**config.mk**
```make
export PLATFORM = sky130hd
export DESIGN_NAME = clock_mode_ctrl
export DESIGN_NICKNAME = d
export VERILOG_FILES = /design/src/rtl/clock_pkg.sv /design/src/rtl/btn_press_detect.sv /design/src/rtl/clock_mode_ctrl.sv
export SDC_FILE = /design/constraint.sdc
export NUM_CORES = 1
export LEC_CHECK = 0
export ABC_AREA = 1
export BUFFER_PORTS_ARGS = -buffer_cell sky130_fd_sc_hd__buf_2
export CORE_MARGIN = 1.5
export CORE_UTILIZATION = 35
export CTS_CLUSTER_SIZE = 10
export DETAILED_ROUTE_END_ITERATION = 8
export SLEW_MARGIN = 20
export SYNTH_ARGS = -nofsm -noshare
export SYNTH_HDL_FRONTEND = slang
export SYNTH_SLANG_ARGS = --single-unit
```
**constraint.sdc**
```tcl
create_clock -name clk -period 2.75 [get_ports clk]
set_input_delay 0.55 -clock clk [delete_from_list [all_inputs] [get_ports clk]]
set_output_delay 0.55 -clock clk [all_outputs]
set_load 0.01 [all_outputs]
```
**src/rtl/clock_pkg.sv**
```systemverilog
// Mode codes shared by the mode sequencer, led_driver and benches,
// plus small helpers for classifying and stepping through those codes.
package clock_pkg;

    localparam logic [3:0] TIME_DISP         = 4'd0;
    localparam logic [3:0] DATE_DISP         = 4'd1;
    localparam logic [3:0] TIME_EDIT_SECOND  = 4'd2;
    localparam logic [3:0] TIME_EDIT_MINUTE  = 4'd3;
    localparam logic [3:0] TIME_EDIT_HOUR    = 4'd4;
    localparam logic [3:0] TIME_EDIT_DAY     = 4'd5;
    localparam logic [3:0] TIME_EDIT_MONTH   = 4'd6;
    localparam logic [3:0] TIME_EDIT_YEAR    = 4'd7;
    localparam logic [3:0] ALARM_DISP        = 4'd8;
    localparam logic [3:0] ALARM_EDIT_SECOND = 4'd9;
    localparam logic [3:0] ALARM_EDIT_MINUTE = 4'd10;
    localparam logic [3:0] ALARM_EDIT_HOUR   = 4'd11;
    localparam logic [3:0] TIMER_DISP        = 4'd12;
    localparam logic [3:0] TIMER_EDIT_SECOND = 4'd13;
    localparam logic [3:0] TIMER_EDIT_MINUTE = 4'd14;
    localparam logic [3:0] TIMER_EDIT_HOUR   = 4'd15;

    function automatic logic is_edit(input logic [3:0] s);
        return !(s == TIME_DISP || s == DATE_DISP || s == ALARM_DISP || s == TIMER_DISP);
    endfunction

    // Display state an edit code falls back to; relies on the group ordering of the codes.
    function automatic logic [3:0] group_disp(input logic [3:0] s);
        if (s >= TIMER_DISP)
            return TIMER_DISP;
        else if (s >= ALARM_DISP)
            return ALARM_DISP;
        return TIME_DISP;
    endfunction

    function automatic logic [3:0] next_field(input logic [3:0] s);
        case (s)
            TIME_EDIT_YEAR:  return TIME_EDIT_SECOND;
            ALARM_EDIT_HOUR: return ALARM_EDIT_SECOND;
            TIMER_EDIT_HOUR: return TIMER_EDIT_SECOND;
            default:         return s + 4'd1;
        endcase
    endfunction

endpackage

```
**src/rtl/btn_press_detect.sv**
```systemverilog
// One raw active-low button: 2-FF synchroniser, saturating hold counter and
// short/long press events, plus synced edge strobes for activity tracking.
module btn_press_detect #(
    parameter int LONG_PRESS_CYC = 50_000_000
) (
    input  logic clk,
    input  logic rst_n,
    input  logic btn,
    output logic short_evt,
    output logic long_evt,
    output logic fall_evt,
    output logic rise_evt
);

    localparam int HW = $clog2(LONG_PRESS_CYC + 1);
    localparam logic [HW-1:0] HOLD_MAX = HW'(LONG_PRESS_CYC);

    logic          sync1;
    logic          sync2;
    logic          prev;
    logic [HW-1:0] hold;

    always_ff @(posedge clk or negedge rst_n) begin
        if (!rst_n) begin
            sync1 <= 1'b1;
            sync2 <= 1'b1;
            prev  <= 1'b1;
            hold  <= '0;
        end else begin
            sync1 <= btn;
            sync2 <= sync1;
            prev  <= sync2;
            if (sync2)
                hold <= '0;
            else if (hold != HOLD_MAX)
                hold <= hold + 1'b1;
        end
    end

    assign fall_evt  = prev & ~sync2;
    assign rise_evt  = ~prev & sync2;
    // hold saturates at HOLD_MAX exactly when long has fired, which suppresses the short event.
    assign long_evt  = ~sync2 & (hold == HOLD_MAX - 1'b1);
    assign short_evt = rise_evt & (hold != HOLD_MAX);

endmodule

```
**src/rtl/clock_mode_ctrl.sv**
```systemverilog
// Mode sequencer for the digital clock: turns mode/select button presses and the
// 1 Hz tick into the display/edit state code driven to led_driver.
module clock_mode_ctrl
    import clock_pkg::*;
#(
    parameter int LONG_PRESS_CYC = 50_000_000,
    parameter int IDLE_TIMEOUT_S = 30
) (
    input  logic       clk,
    input  logic       rst_n,
    input  logic       mode_btn,
    input  logic       sel_btn,
    input  logic       up_btn,
    input  logic       down_btn,
    input  logic       tick_1hz,
    output logic [3:0] state,
    output logic       edit_active,
    output logic       field_adv,
    output logic       edit_exit
);

    localparam int IW = $clog2(IDLE_TIMEOUT_S + 1);
    localparam logic [IW-1:0] IDLE_MAX = IW'(IDLE_TIMEOUT_S);

    logic mode_short, mode_long, mode_fall, mode_rise;
    logic sel_short, sel_long, sel_fall, sel_rise;
    logic [1:0] ud_sync1, ud_sync2, ud_prev;
    logic fall_any, edge_any, sel_evt, timeout;

    logic [3:0]    state_reg, state_next;
    logic          edit_active_reg;
    logic          field_adv_reg, field_adv_next;
    logic          edit_exit_reg, edit_exit_next;
    logic [IW-1:0] idle_reg;

    btn_press_detect #(.LONG_PRESS_CYC(LONG_PRESS_CYC)) u_mode (
        .clk(clk), .rst_n(rst_n), .btn(mode_btn),
        .short_evt(mode_short), .long_evt(mode_long), .fall_evt(mode_fall), .rise_evt(mode_rise)
    );

    btn_press_detect #(.LONG_PRESS_CYC(LONG_PRESS_CYC)) u_sel (
        .clk(clk), .rst_n(rst_n), .btn(sel_btn),
        .short_evt(sel_short), .long_evt(sel_long), .fall_evt(sel_fall), .rise_evt(sel_rise)
    );

    always_ff @(posedge clk or negedge rst_n) begin
        if (!rst_n) begin
            ud_sync1 <= 2'b11;
            ud_sync2 <= 2'b11;
            ud_prev  <= 2'b11;
        end else begin
            ud_sync1 <= {down_btn, up_btn};
            ud_sync2 <= ud_sync1;
            ud_prev  <= ud_sync2;
        end
    end

    assign fall_any = mode_fall | sel_fall | (|(ud_prev & ~ud_sync2));
    assign edge_any = fall_any | mode_rise | sel_rise | (|(~ud_prev & ud_sync2));
    assign sel_evt  = sel_short | sel_long;
    // Any button edge in the same cycle cancels the tick that would have expired the edit.
    assign timeout  = tick_1hz & ~edge_any & (idle_reg == IDLE_MAX - 1'b1);

    always_ff @(posedge clk or negedge rst_n) begin
        if (!rst_n) begin
            state_reg       <= TIME_DISP;
            edit_active_reg <= 1'b0;
            field_adv_reg   <= 1'b0;
            edit_exit_reg   <= 1'b0;
            idle_reg        <= '0;
        end else begin
            state_reg       <= state_next;
            edit_active_reg <= is_edit(state_next);
            field_adv_reg   <= field_adv_next;
            edit_exit_reg   <= edit_exit_next;
            if (state_next != state_reg || fall_any || (tick_1hz && edge_any))
                idle_reg <= '0;
            else if (tick_1hz && is_edit(state_reg) && idle_reg != IDLE_MAX)
                idle_reg <= idle_reg + 1'b1;
        end
    end

    always_comb begin
        state_next     = state_reg;
        field_adv_next = 1'b0;
        edit_exit_next = 1'b0;
        case (state_reg)
            TIME_DISP:  if (mode_short) state_next = DATE_DISP;
                        else if (mode_long) state_next = TIME_EDIT_SECOND;
            DATE_DISP:  if (mode_short) state_next = ALARM_DISP;
                        else if (mode_long) state_next = TIME_EDIT_SECOND;
            ALARM_DISP: if (mode_short) state_next = TIMER_DISP;
                        else if (mode_long) state_next = ALARM_EDIT_SECOND;
            TIMER_DISP: if (mode_short) state_next = TIME_DISP;
                        else if (mode_long) state_next = TIMER_EDIT_SECOND;
            TIME_EDIT_SECOND, TIME_EDIT_MINUTE, TIME_EDIT_HOUR,
            TIME_EDIT_DAY, TIME_EDIT_MONTH, TIME_EDIT_YEAR,
            ALARM_EDIT_SECOND, ALARM_EDIT_MINUTE, ALARM_EDIT_HOUR,
            TIMER_EDIT_SECOND, TIMER_EDIT_MINUTE, TIMER_EDIT_HOUR: begin
                // A short mode press is swallowed here and still takes priority over sel.
                if (mode_long) begin
                    state_next     = group_disp(state_reg);
                    edit_exit_next = 1'b1;
                end else if (!mode_short && sel_evt) begin
                    state_next     = next_field(state_reg);
                    field_adv_next = 1'b1;
                end else if (!mode_short && timeout) begin
                    state_next     = group_disp(state_reg);
                    edit_exit_next = 1'b1;
                end
            end
            default: state_next = TIME_DISP;
        endcase
    end

    always_comb begin
        state       = state_reg;
        edit_active = edit_active_reg;
        field_adv   = field_adv_reg;
        edit_exit   = edit_exit_reg;
    end

endmodule
```
# Yosys cells after proc, flatten, opt, wreduce, memory -nomap -nowiden
# Cells that the tools add are included.
dict set report word_totals {
  elab_cells 133
  inputBits 7
  output_inout_bits 7
  ff_bits 76
}
dict set report classes {
  n_reduce_logical 24
  add_sub_neg 4
  n_lt_le_gt_ge 2
  bitwise_logic 25
  n_mux 37
  eq_ne 25
}
# cell count
set op_table {}
lappend op_table {{2-to-1 mux 26 bit} 4}
lappend op_table {{2-to-1 mux 4 bit} 14}
lappend op_table {{adder 26 x 1 -> 26 bit, second input constant} 2}
lappend op_table {{== test 26 bit, second input constant} 2}
lappend op_table {{!= test 26 bit, second input constant} 2}
lappend op_table {{== test 4 bit, second input constant} 10}
lappend op_table {{case mux 4 bit (5 select lines)} 1}
lappend op_table {{== test 4 x 3 -> 1 bit, second input constant} 4}
lappend op_table {{2-to-1 mux 1 bit} 15}
lappend op_table {{case mux 4 bit (3 select lines)} 1}
lappend op_table {{OR reduction 12 bit} 1}
lappend op_table {{bitwise AND 1 bit} 10}
lappend op_table {{2-to-1 mux 5 bit} 2}
lappend op_table {{== test 4 x 1 -> 1 bit, second input constant} 2}
lappend op_table {{== test 4 x 2 -> 1 bit, second input constant} 2}
lappend op_table {{>= comparator 4 bit, second input constant} 2}
lappend op_table {{logical NOT 4 bit} 2}
lappend op_table {{logical OR 1 bit} 8}
lappend op_table {{OR 1 bit} 6}
lappend op_table {{nonzero test 2 bit} 3}
lappend op_table {{adder 5 x 1 -> 5 bit, second input constant} 1}
lappend op_table {{== test 5 bit, second input constant} 1}
lappend op_table {{logical AND 1 bit} 5}
lappend op_table {{!= test 5 bit, second input constant} 1}
lappend op_table {{7 further kinds} 16}

# Longest topological paths before layout
# Gate-level depths: netlist of run 1.
dict set report depth {
  depth_word 25
  ltp_mapped 17
  depth_no_buf 17
}

# Cells and area by module
# Synthesis of run 1 repeated with hierarchy kept, for this count alone.
dict set report unflattened {
  hier_cells 705
  hier_area_um2 4978.5
}
# module area_per_inst_um2 seq_area_each_um2 cells_per_inst instances
set modules_own_cells {}
lappend modules_own_cells {btn_press_detect 1821.7 729.4 256 2}
lappend modules_own_cells {clock_mode_ctrl 1335.0 457.9 193 1}

# Worst setup path after synthesis of run 1
# No wires, ideal clock.
dict set report synth_timing {
  path_type {reg2reg}
  from {register state_reg[1] (netlist: state[1])}
  to {register idle_reg[4]}
  n_path_buf 0
  path_stages_with_launch 10
  arrival_time_ps 2060
  synth_period_minus_slack_ps 2132
  slack_ps 618
  t_required_ps 2678
  setup_time_ps 72
  path_cell_list {dfrtp_1 > inv_1 > ha_1 > nand2_1 > inv_1 > nor4_1 > and2_1 > nand3_1 > xor2_1 > nor2_1}
}
dict set report synth_between {
  elab_chain_cells 16
  word_cells_on_any_way 54
  classes_between {add/sub: 1; order compare: 2; eq/ne: 16; mux: 24; reduce/logical: 11}
}
# item line_no
set synth_lines {}
lappend synth_lines {{start, declared} clock_mode_ctrl.sv:30} ;# logic [3:0] state_reg, state_next;
lappend synth_lines {{start signal, assigned} clock_mode_ctrl.sv:72} ;# state_reg <= state_next;
lappend synth_lines {{>= comparator 4 bit} clock_pkg.sv:30} ;# else if (s >= ALARM_DISP)
lappend synth_lines {{2-to-1 mux 1 bit} clock_pkg.sv:30}
lappend synth_lines {{2-to-1 mux 1 bit} clock_pkg.sv:28} ;# if (s >= TIMER_DISP)
lappend synth_lines {{2-to-1 mux 1 bit} clock_mode_ctrl.sv:107} ;# end else if (!mode_short && timeout) begin
lappend synth_lines {{2-to-1 mux 1 bit} clock_mode_ctrl.sv:104} ;# end else if (!mode_short && sel_evt) begin
lappend synth_lines {{2-to-1 mux 1 bit} clock_mode_ctrl.sv:101} ;# if (mode_long) begin
lappend synth_lines {{2-to-1 mux 1 bit} clock_mode_ctrl.sv:87} ;# case (state_reg)
lappend synth_lines {{2-to-1 mux 4 bit} clock_pkg.sv:32} ;# return TIME_DISP;
lappend synth_lines {{2-to-1 mux 4 bit} clock_mode_ctrl.sv:107}
lappend synth_lines {{2-to-1 mux 4 bit} clock_mode_ctrl.sv:104}
lappend synth_lines {{2-to-1 mux 4 bit} clock_mode_ctrl.sv:101}
lappend synth_lines {{case mux 4 bit (5 select lines)} clock_mode_ctrl.sv:87}
lappend synth_lines {{!= test 4 bit} clock_mode_ctrl.sv:76} ;# if (state_next != state_reg || fall_any || (tick_1hz && edge_any))
lappend synth_lines {{logical OR 1 bit (2 in series)} clock_mode_ctrl.sv:76}
lappend synth_lines {{2-to-1 mux 5 bit / nonzero test 2 bit (equally long branches)} -}
lappend synth_lines {{end signal, assigned} clock_mode_ctrl.sv:79} ;# idle_reg <= idle_reg + 1'b1;
lappend synth_lines {{end, declared} clock_mode_ctrl.sv:34} ;# logic [IW-1:0] idle_reg;
# Several ways; a longest one is shown, not always the timed one. The select of a mux whose other input is x is not followed.
# A chain may end at the register's enable or synchronous reset.

# Worst setup path in the final report of run 1
dict set report layout_timing {
  from {register state_reg[1] (netlist: state[1])}
  to {register idle_reg[2]}
}
# The elaborated chain is that of the path after synthesis.

==> report_table.html, run 1 <==
<table>
<tr><th>Metric</th><th>Value</th></tr>
<tr><th colspan="2">Clock network</th></tr>
<tr><td>Htree depth</td><td>3</td></tr>
<tr><td>Number of cells upsized or downsized after cts</td><td>0</td></tr>
<tr><td>Buffer levels on the longest clock path</td><td>2</td></tr>
<tr><td>Post-CTS Setup Bufs</td><td>0</td></tr>
<tr><td>Clock network latency to the later pin of the worst-skew pair</td><td>0.34 ns</td></tr>
<tr><td>CTS hold repair buffers</td><td>0</td></tr>
<tr><td>Sinks on the clock net</td><td>76</td></tr>
<tr><td>TritonCTS clock tree</td><td>yes</td></tr>
<tr><td>Clock-pin slew on the worst setup and hold paths</td><td>0.06 ns</td></tr>
<tr><td>Clock buffers created by TritonCTS</td><td>9</td></tr>
<tr><td>CTS root buffer</td><td>clkbuf_16</td></tr>
<tr><th colspan="2">Floorplanning</th></tr>
<tr><td>Full die area</td><td>13180 µm²</td></tr>
<tr><td>Height of the chip</td><td>114.8 µm</td></tr>
<tr><td>Total core area</td><td>12110 µm²</td></tr>
<tr><td>Die Width</td><td>114.8 µm</td></tr>
<tr><td>Rows</td><td>40</td></tr>
<tr><td>Starting Density</td><td>36.13%</td></tr>
<tr><td>Num ports</td><td>14</td></tr>
<tr><th colspan="2">Logic synthesis</th></tr>
<tr><td>Share of synthesized area occupied by flip-flops and latches</td><td>43.81%</td></tr>
<tr><td>Number of synthesized flops with an enable pin</td><td>0</td></tr>
<tr><td>Average instance area after synthesis</td><td>7.772 µm²</td></tr>
<tr><td>Synth Instances</td><td>563</td></tr>
<tr><td>Top FF cell, synth</td><td>dfrtp_1</td></tr>
<tr><td>Cell type with the largest total area after synthesis</td><td>dfrtp_1</td></tr>
<tr><td>Async set-or-reset flop fraction in the synthesized netlist</td><td>100.0%</td></tr>
<tr><td>Post-synthesis cell type count</td><td>45</td></tr>
<tr><td>Number of synthesized register bits</td><td>76</td></tr>
<tr><td>Top cell type's share of synthesized area</td><td>36.60%</td></tr>
<tr><td>Synth Net Count</td><td>581</td></tr>
<tr><td>Cell area after synthesis</td><td>4375 µm²</td></tr>
<tr><td>Warning count from the yosys run</td><td>0</td></tr>
<tr><td>Top cells by area in the synthesized netlist</td><td>dfrtp_1 (37%), nand2_1 (8.1%), dfstp_2 (7.2%)</td></tr>
<tr><th colspan="2">Power</th></tr>
<tr><td>Max VDD drop</td><td>0.0003525 V</td></tr>
<tr><td>Pwr per Cell Area</td><td>697.1 nW/µm²</td></tr>
<tr><td>Leakage component of the power</td><td>2.197 nW</td></tr>
<tr><th colspan="2">Final layout</th></tr>
<tr><td>Finished Layout Cells</td><td>759</td></tr>
<tr><td>Nets</td><td>604</td></tr>
<tr><td>Count of fill cells added during filler insertion</td><td>1239</td></tr>
<tr><td>Number of antenna cells inserted</td><td>0</td></tr>
<tr><td>Layout cell share with drive strength beyond 1</td><td>13.71%</td></tr>
<tr><td>Area Growth Syn to Fin</td><td>13.27%</td></tr>
<tr><th colspan="2">Timing</th></tr>
<tr><td>Clock skew after layout</td><td>0.007375 ns</td></tr>
<tr><td>Setup repair after global routing missed its margin</td><td>false</td></tr>
<tr><td>Final Hold Fails</td><td>0</td></tr>
<tr><td>Final setup violation count</td><td>0</td></tr>
<tr><td>Final critical path time including I/O delays and setup</td><td>2.430 ns</td></tr>
<tr><td>Share of the cycle needed by the critical path after routing</td><td>88.35%</td></tr>
<tr><td>Slew at the pin closest to its max-slew limit</td><td>0.5741 ns</td></tr>
<tr><td>Setup total negative slack</td><td>0 ns</td></tr>
<tr><td>Remaining max-slew budget at the tightest pin</td><td>61.37%</td></tr>
<tr><td>Number of max-slew violations in the final report</td><td>0</td></tr>
<tr><td>Max frequency</td><td>411.6 MHz</td></tr>
<tr><th colspan="2">Worst setup path</th></tr>
<tr><td>Highest-delay cell along the critical path</td><td>dfrtp_1</td></tr>
<tr><td>CP endpoint kind</td><td>flop</td></tr>
<tr><td>Arrival time at the worst endpoint</td><td>2.70 ns</td></tr>
<tr><td>Critical R2R Capture</td><td>idle_reg[2]</td></tr>
<tr><td>Start-to-end type of the worst setup path</td><td>reg -&gt; reg</td></tr>
<tr><td>Launching element type of the critical path</td><td>flop</td></tr>
<tr><td>Cells traversed along the worst timing path</td><td>inv_1 &gt; ha_1 &gt; o21ai_1 &gt; nand4_2 &gt; nor3_4 &gt; nor3_1 &gt; nand2_1 &gt; nand2_2 &gt; nand2_1 &gt; nand2_1 &gt; nor2_1 &gt; nand3_2 &gt; nor2_1</td></tr>
<tr><td>Number of cells on the worst reg-to-reg path</td><td>13</td></tr>
<tr><td>Required time reported for the critical path endpoint</td><td>3.02 ns</td></tr>
<tr><td>Critical path destination</td><td>idle_reg[2]</td></tr>
<tr><td>Beginning of the critical path</td><td>state[1]</td></tr>
<tr><td>Max Fanout on Critical Path</td><td>8</td></tr>
<tr><td>Startpoint of the worst register-to-register path</td><td>state[1]</td></tr>
<tr><td>Flop2flop setup slack</td><td>0.32 ns</td></tr>
<tr><td>Cell with the most instances on the worst path</td><td>nand2_1</td></tr>
<tr><td>Largest stage delay on the critical path</td><td>0.47 ns</td></tr>
<tr><th colspan="2">Place</th></tr>
<tr><td>Gpl congestion</td><td>0.9393</td></tr>
<tr><td>Post-placement cell count</td><td>743</td></tr>
<tr><td>Port buffer count</td><td>13</td></tr>
<tr><td>Sum of net half-perimeters after detailed placement</td><td>7064 µm</td></tr>
<tr><th colspan="2">Route</th></tr>
<tr><td>Number of design-rule violations left by the first detailed-router iteration</td><td>212</td></tr>
<tr><td>Remaining design rule violation count</td><td>0</td></tr>
<tr><td>Drt pass-1 iters</td><td>4</td></tr>
<tr><td>Routed wire length per instance</td><td>12.76 µm</td></tr>
<tr><td>Routed wire length</td><td>9684 µm</td></tr>
<tr><td>Routed via count divided by cell count</td><td>4.947</td></tr>
<tr><td>Antenna Nets Post-Route</td><td>0</td></tr>
<tr><td>Vias after detailed routing</td><td>3755</td></tr>
<tr><th colspan="2">Global route</th></tr>
<tr><td>Global-route wire length before repair</td><td>16910 µm</td></tr>
<tr><td>Vias in the first global route</td><td>3681</td></tr>
<tr><td>Maximum number of pins on one net before global-route repair</td><td>43</td></tr>
<tr><td>Initial antenna violation count</td><td>0</td></tr>
<tr><td>GRT overflow</td><td>0</td></tr>
<tr><td>Global routing usage summed across all routing layers</td><td>16.20%</td></tr>
<tr><th colspan="2">Outcome</th></tr>
<tr><td>Outcome</td><td>completed</td></tr>
<tr><th colspan="2">Flow run</th></tr>
<tr><td>Max-capacitance violation count</td><td>0</td></tr>
<tr><th colspan="2">Min path</th></tr>
<tr><td>Hold Path Class</td><td>in -&gt; async</td></tr>
</table>
-- metrics by stage --
stage	setup WS [ns]	hold WS, ns	util (%)	cell area, µm²	power [W]
global route	0.03189	0.2658	40.92	4956	0.003697
finish	0.3204	0.2110	40.92	4956	0.003455
global placement	0.4022	0.3465	38.48	4661	0.002300
CTS	0.2934	0.2294	40.87	4950	0.003472
detailed placement	0.3154	0.3482	38.48	4661	0.002294
floorplan	0.6180	0.2544	-	4375	0.002023
-- routing by layer --
metal | track usage (%) | share of wire [%] | vias to the layer above
li1 | - | - | 1909
met1 | 20.96 | 47 | 1780
met2 | 26.47 | 47 | 53
met3 | 3.848 | 4.0 | 13
met4 | 6.173 | 1.7 | 0
met5 | 0 | 0 | -
-- placed cells by master, fill, tap and decap left out, types with 11 or more instances in the layout --
| cell type | n |
|---|---|
| a21oi_1 | 39 |
| buf_2 | 12 |
| dfrtp_1 | 64 |
| dfstp_2 | 12 |
| ha_1 | 11 |
| inv_1 | 81 |
| nand2_1 | 94 |
| nand3_1 | 39 |
| nand4_1 | 19 |
| nor2_1 | 72 |
| nor3_1 | 19 |
| o21ai_0 | 35 |
-- Yosys cell counts (2+ instances only) --
cell	count
inv_1	81
o31ai_1	2
nand2_1	94
nand2_2	9
nand4_1	19
nor3_2	2
ha_1	11
nor2_2	7
nor3_1	19
clkbuf_1	3
nand4_2	2
o21ai_1	2
nand3_4	2
nor4_1	6
nand3b_1	2
nand3_1	39
a21oi_1	39
xor2_1	7
dfrtp_1	64
o21ai_0	35
a31oi_1	5
buf_2	2
nor2_4	2
nand3_2	3
dfstp_2	12
a211oi_1	2
nor2_1	72
o21a_1	3
-- logic make-up after synthesis --
group	share of synthesized area, %
simple gates	31.34
xor+xnor	1.601
compound gates	11.75
fa+ha+maj	3.146
flops	43.81
buf+inv	8.350
-- worst min-delay path by stage --
stage | end | slack [ns] | cells past startpoint | start
3_3_place_gp | ud_sync2[1] | 0.35 | 0 | ud_sync1[1]
4_1_cts | u_mode.hold[19] | 0.23 | 1 | rst_n
2_1_floorplan | edit_active | 0.25 | 0 | rst_n
3_5_place_dp | u_sel.sync2 | 0.35 | 0 | u_sel.sync1
6_report | u_mode.hold[18] | 0.21 | 1 | rst_n
5_1_grt | u_mode.hold[14] | 0.27 | 1 | rst_n
-- worst max-delay path: cells and delay by family (launching register included) --
| family | cells | cell delay [ns] |
|---|---|---|
| fa+ha+maj | 1 | 0.26 |
| simple gates | 10 | 1.28 |
| compound gates | 1 | 0.17 |
| flops | 1 | 0.47 |
| buf+inv | 1 | 0.18 |
-- power by group --
group          internal (W)  switching (W)
clock              0.000633       0.000522
sequential          0.00119      0.0000743
combinational      0.000361       0.000675
total               0.00218        0.00127
-- final cells by class --
| class | count | area [µm²] | share of cell area, % |
|---|---|---|---|
| clock inverter | 7 | 63.81 | 1.288 |
| clock buffer | 9 | 225.2 | 4.544 |
| inverter | 83 | 312.8 | 6.312 |
| tap | 168 | 210.2 | 4.241 |
| timing repair buffer | 21 | 127.6 | 2.575 |
| sequential | 76 | 1917 | 38.68 |
| multi-input combinational | 395 | 2100 | 42.36 |
Power figures use the tool's default switching activity.
==> inputs of run 2 (changes only) <==
--- a/config.mk
+++ b/config.mk
@@ -7,7 +7,8 @@
 export LEC_CHECK = 0
 export ABC_AREA = 1
 export BUFFER_PORTS_ARGS = -buffer_cell sky130_fd_sc_hd__buf_2
-export CORE_MARGIN = 1.5
+export CORE_ASPECT_RATIO = 0.5
+export CORE_MARGIN = 4
 export CORE_UTILIZATION = 35
 export CTS_CLUSTER_SIZE = 10
 export DETAILED_ROUTE_END_ITERATION = 8
==> run 2 against run 1 <==
Count of clock-buffer cells in the layout is 4 higher. Non-clock buffer count fell by 1. Worst setup slack got worse by 0.0082 ns. Worst hold slack improved by 0.10 ns. Sequential share of layout area is 0.13 points higher. Final area is 0.33% lower. Global-route usage down 2.4 points. Critical path depth unchanged. Sequential power about the same. Via count shrank 1.9%. Cell count down 0.53%.
==> report_table.html, run 2 (synthesized netlist as in run 1, its figures left out) <==
<table>
<tr><th>Metric</th><th>Value</th></tr>
<tr><th colspan="2">Outcome</th></tr>
<tr><td>Outcome</td><td>completed</td></tr>
<tr><th colspan="2">Place</th></tr>
<tr><td>Gpl congestion</td><td>0.8523 (-9.3%)</td></tr>
<tr><td>Post-detailed-placement cell area</td><td>4649 µm² (-0.24%)</td></tr>
<tr><td>Sum of net half-perimeters after detailed placement</td><td>6741 µm (-4.6%)</td></tr>
<tr><td>Post-placement cell count</td><td>739 (-0.54%)</td></tr>
<tr><td>Port buffer count</td><td>13 (unchanged)</td></tr>
<tr><th colspan="2">Final layout</th></tr>
<tr><td>Top library cells by usage in the layout, fill and taps aside</td><td>nand2_1 (94), inv_1 (81), nor2_1 (72), dfrtp_1 (64)</td></tr>
<tr><td>Most common cell after layout, fill and taps aside</td><td>nand2_1</td></tr>
<tr><td>Count of fill cells added during filler insertion</td><td>1239 (unchanged)</td></tr>
<tr><td>Multi-input gate area in the final layout</td><td>2093 µm² (-0.30%)</td></tr>
<tr><td>Final core occ</td><td>41.11% (+0.19 points)</td></tr>
<tr><td>Area Growth Syn to Fin</td><td>12.90%</td></tr>
<tr><td>Number of antenna cells inserted</td><td>0 (unchanged)</td></tr>
<tr><td>Layout cell share with drive strength beyond 1</td><td>13.39% (-0.32 points)</td></tr>
<tr><td>Finished layout cell area</td><td>4940 µm² (-0.33%)</td></tr>
<tr><td>Finished Layout Cells</td><td>755 (-0.53%)</td></tr>
<tr><td>Sequential cell area in the final layout</td><td>1917 µm² (unchanged)</td></tr>
<tr><td>Nets</td><td>603 (-0.17%)</td></tr>
<tr><th colspan="2">Global route</th></tr>
<tr><td>Maximum number of pins on one net before global-route repair</td><td>74 (+72%)</td></tr>
<tr><td>Initial antenna violation count</td><td>0 (unchanged)</td></tr>
<tr><td>Global routing usage summed across all routing layers</td><td>13.82% (-2.4 points)</td></tr>
<tr><td>Vias in the first global route</td><td>3632 (-1.3%)</td></tr>
<tr><td>Global-route wire length before repair</td><td>16500 µm (-2.4%)</td></tr>
<tr><td>GRT overflow</td><td>0 (unchanged)</td></tr>
<tr><th colspan="2">Min path</th></tr>
<tr><td>Hold Path Class</td><td>in -&gt; reg</td></tr>
<tr><th colspan="2">Power</th></tr>
<tr><td>Int Pwr</td><td>0.002220 W (+1.6%)</td></tr>
<tr><td>Reg power frac</td><td>37.4% (+0.8 points)</td></tr>
<tr><td>Sw frac</td><td>34.96% (-1.8 points)</td></tr>
<tr><td>Max VDD drop</td><td>0.0003166 V (-10%)</td></tr>
<tr><td>Pwr per Cell Area</td><td>690.9 nW/µm² (-0.88%)</td></tr>
<tr><td>Leakage component of the power</td><td>2.186 nW (-0.49%)</td></tr>
<tr><td>Reported net switching power</td><td>0.001193 W (-6.1%)</td></tr>
<tr><td>Part of the power in combinational logic</td><td>29.3% (-0.7 points)</td></tr>
<tr><td>Fraction of power consumed by the clock network</td><td>33.3% (about the same)</td></tr>
<tr><th colspan="2">Route</th></tr>
<tr><td>Routed via count divided by cell count</td><td>4.877 (-1.4%)</td></tr>
<tr><td>Routed wire length on met2</td><td>4159 µm (-9.1%)</td></tr>
<tr><td>Routed wire length</td><td>9407 µm (-2.9%)</td></tr>
<tr><td>Drt pass-1 iters</td><td>4 (unchanged)</td></tr>
<tr><td>Antenna Nets Post-Route</td><td>0 (unchanged)</td></tr>
<tr><td>Metal-1 WL</td><td>4826 µm (+5.8%)</td></tr>
<tr><td>Remaining design rule violation count</td><td>0 (unchanged)</td></tr>
<tr><td>Top Metal Used</td><td>met4</td></tr>
<tr><td>Number of design-rule violations left by the first detailed-router iteration</td><td>254 (+20%)</td></tr>
<tr><td>Vias after detailed routing</td><td>3682 (-1.9%)</td></tr>
<tr><td>Routed met3 length</td><td>312 µm (-19%)</td></tr>
<tr><td>Routed wire length per instance</td><td>12.46 µm (-2.3%)</td></tr>
<tr><th colspan="2">Clock network</th></tr>
<tr><td>Clock network latency to the later pin of the worst-skew pair</td><td>0.34 ns (about the same)</td></tr>
<tr><td>Post-CTS Setup Bufs</td><td>0 (unchanged)</td></tr>
<tr><td>CTS hold repair buffers</td><td>0 (unchanged)</td></tr>
<tr><td>Clock-pin slew on the worst setup and hold paths</td><td>0.06 ns (about the same)</td></tr>
<tr><td>CTS root buffer</td><td>clkbuf_16</td></tr>
<tr><td>Clock buffers created by TritonCTS</td><td>9 (unchanged)</td></tr>
<tr><td>Htree depth</td><td>3 (unchanged)</td></tr>
<tr><td>Buffer levels on the longest clock path</td><td>2 (unchanged)</td></tr>
<tr><td>Number of cells upsized or downsized after cts</td><td>0 (unchanged)</td></tr>
<tr><td>TritonCTS clock tree</td><td>yes</td></tr>
<tr><td>Sinks on the clock net</td><td>76 (unchanged)</td></tr>
<tr><th colspan="2">Worst setup path</th></tr>
<tr><td>Largest stage delay on the critical path</td><td>0.47 ns (about the same)</td></tr>
<tr><td>Highest-delay cell along the critical path</td><td>dfrtp_1</td></tr>
<tr><td>Cell with the most instances on the worst path</td><td>nand2_1</td></tr>
<tr><td>CP endpoint kind</td><td>flop</td></tr>
<tr><td>Arrival time at the worst endpoint</td><td>2.70 ns (about the same)</td></tr>
<tr><td>Required time reported for the critical path endpoint</td><td>3.02 ns (about the same)</td></tr>
<tr><td>Cells traversed along the worst timing path</td><td>inv_1 &gt; ha_1 &gt; o21ai_1 &gt; nand4_2 &gt; nor3_2 &gt; nor3_1 &gt; nand2_1 &gt; nand2_2 &gt; nand2_1 &gt; nand2_1 &gt; nor2_1 &gt; nand3_2 &gt; nor2_1</td></tr>
<tr><td>Max Fanout on Critical Path</td><td>8 (unchanged)</td></tr>
<tr><td>Start-to-end type of the worst setup path</td><td>reg -&gt; reg</td></tr>
<tr><td>Launching element type of the critical path</td><td>flop</td></tr>
<tr><th colspan="2">Timing</th></tr>
<tr><td>Max frequency</td><td>410.2 MHz (-0.34%)</td></tr>
<tr><td>Slew at the pin closest to its max-slew limit</td><td>0.9160 ns (+0.3419 ns)</td></tr>
<tr><td>Minimum hold slack</td><td>0.3132 ns (+0.1022 ns)</td></tr>
<tr><td>Setup repair after global routing missed its margin</td><td>false</td></tr>
<tr><td>Share of the cycle needed by the critical path after routing</td><td>88.65% (+0.30 points)</td></tr>
<tr><td>Number of max-slew violations in the final report</td><td>0 (unchanged)</td></tr>
<tr><td>Clock skew after layout</td><td>0.005745 ns (-0.001630 ns)</td></tr>
<tr><td>Setup total negative slack</td><td>0 ns (unchanged)</td></tr>
<tr><td>Final critical path time including I/O delays and setup</td><td>2.438 ns (+0.008226 ns)</td></tr>
<tr><td>Remaining max-slew budget at the tightest pin</td><td>38.93% (-22 points)</td></tr>
<tr><td>Final Hold Fails</td><td>0 (unchanged)</td></tr>
<tr><td>Final setup violation count</td><td>0 (unchanged)</td></tr>
<tr><th colspan="2">Floorplanning</th></tr>
<tr><td>Full die area</td><td>14460 µm² (+9.7%)</td></tr>
<tr><td>Num ports</td><td>14 (unchanged)</td></tr>
<tr><td>Die Width</td><td>166.1 µm (+45%)</td></tr>
<tr><td>Starting Density</td><td>36.41% (+0.29 points)</td></tr>
<tr><td>Height of the chip</td><td>87.06 µm (-24%)</td></tr>
<tr><td>Total core area</td><td>12020 µm² (-0.79%)</td></tr>
<tr><td>Rows</td><td>28 (-30%)</td></tr>
<tr><th colspan="2">Flow run</th></tr>
<tr><td>Max-capacitance violation count</td><td>0 (unchanged)</td></tr>
</table>
run 2: cell types whose count changed in the layout (fill, tap and decap cells not counted), sizes merged:
cell,change
buf,-1
clkbuf,+4
clkinv,-1
clkinvlp,+2
inv,-5
run 2: layer usage:
layer / global-route usage, % / up-vias
met1: 18.23 / 1719
met3: 3.672 / 10
met5: 0 / -
met4: 5.240 / 0
li1: - / 1904
met2: 22.08 / 49
run 2: path summary, 6_finish.rpt:
path / depth (start not counted) / startpoint / end / slack (ns)
hold / removal: 1 / mode_btn / u_mode.sync1 / 0.31
hold reg to reg: 0 / ud_sync1[0] / ud_sync2[0] / 0.35
setup reg to reg: 13 / state[1] / idle_reg[1] / 0.31
min in group asynchronous: 1 / rst_n / u_sel.hold[13] / 0.36
setup / recovery: 13 / state[1] / idle_reg[1] / 0.31
max in group asynchronous: 2 / rst_n / ud_prev[0] / 1.70
run 2: per-stage QoR:
stage	total power, W	worst slack [ns]
2_1_floorplan	0.002023	0.6180
3_3_place_gp	0.002282	0.4489
3_5_place_dp	0.002283	0.3398
4_1_cts	0.003441	0.3276
5_1_grt	0.003651	0.03709
6_report	0.003413	0.3121
run 2: layout make-up:
| class | count | area share (%) |
|---|---|---|
| timing repair buffer | 20 | 2.432 |
| clock inverter | 3 | 0.4053 |
| sequential | 76 | 38.80 |
| inverter | 83 | 6.332 |
| multi-input combinational | 395 | 42.38 |
| clock buffer | 13 | 5.471 |
| tap | 165 | 4.179 |
run 2: power groups by stage:
stage	combinational (W)	sequential [W]	clock [W]
4_1_cts	0.000995	0.00127	0.00117
3_3_place_gp	0.000989	0.00129	0
5_1_grt	0.00114	0.00129	0.00123
2_1_floorplan	0.000744	0.00128	0
3_5_place_dp	0.000990	0.00129	0
6_report	0.00100	0.00128	0.00114
run 2: critical path: cells and delay by family, from the launching register on:
| kind | cells | cell delay, ns |
|---|---|---|
| buffers and inverters | 1 | 0.17 |
| AO/OA/AOI/OAI | 1 | 0.16 |
| adder cells (fa/ha/maj) | 1 | 0.25 |
| AND/OR/NAND/NOR | 10 | 1.30 |
| flip-flops | 1 | 0.47 |
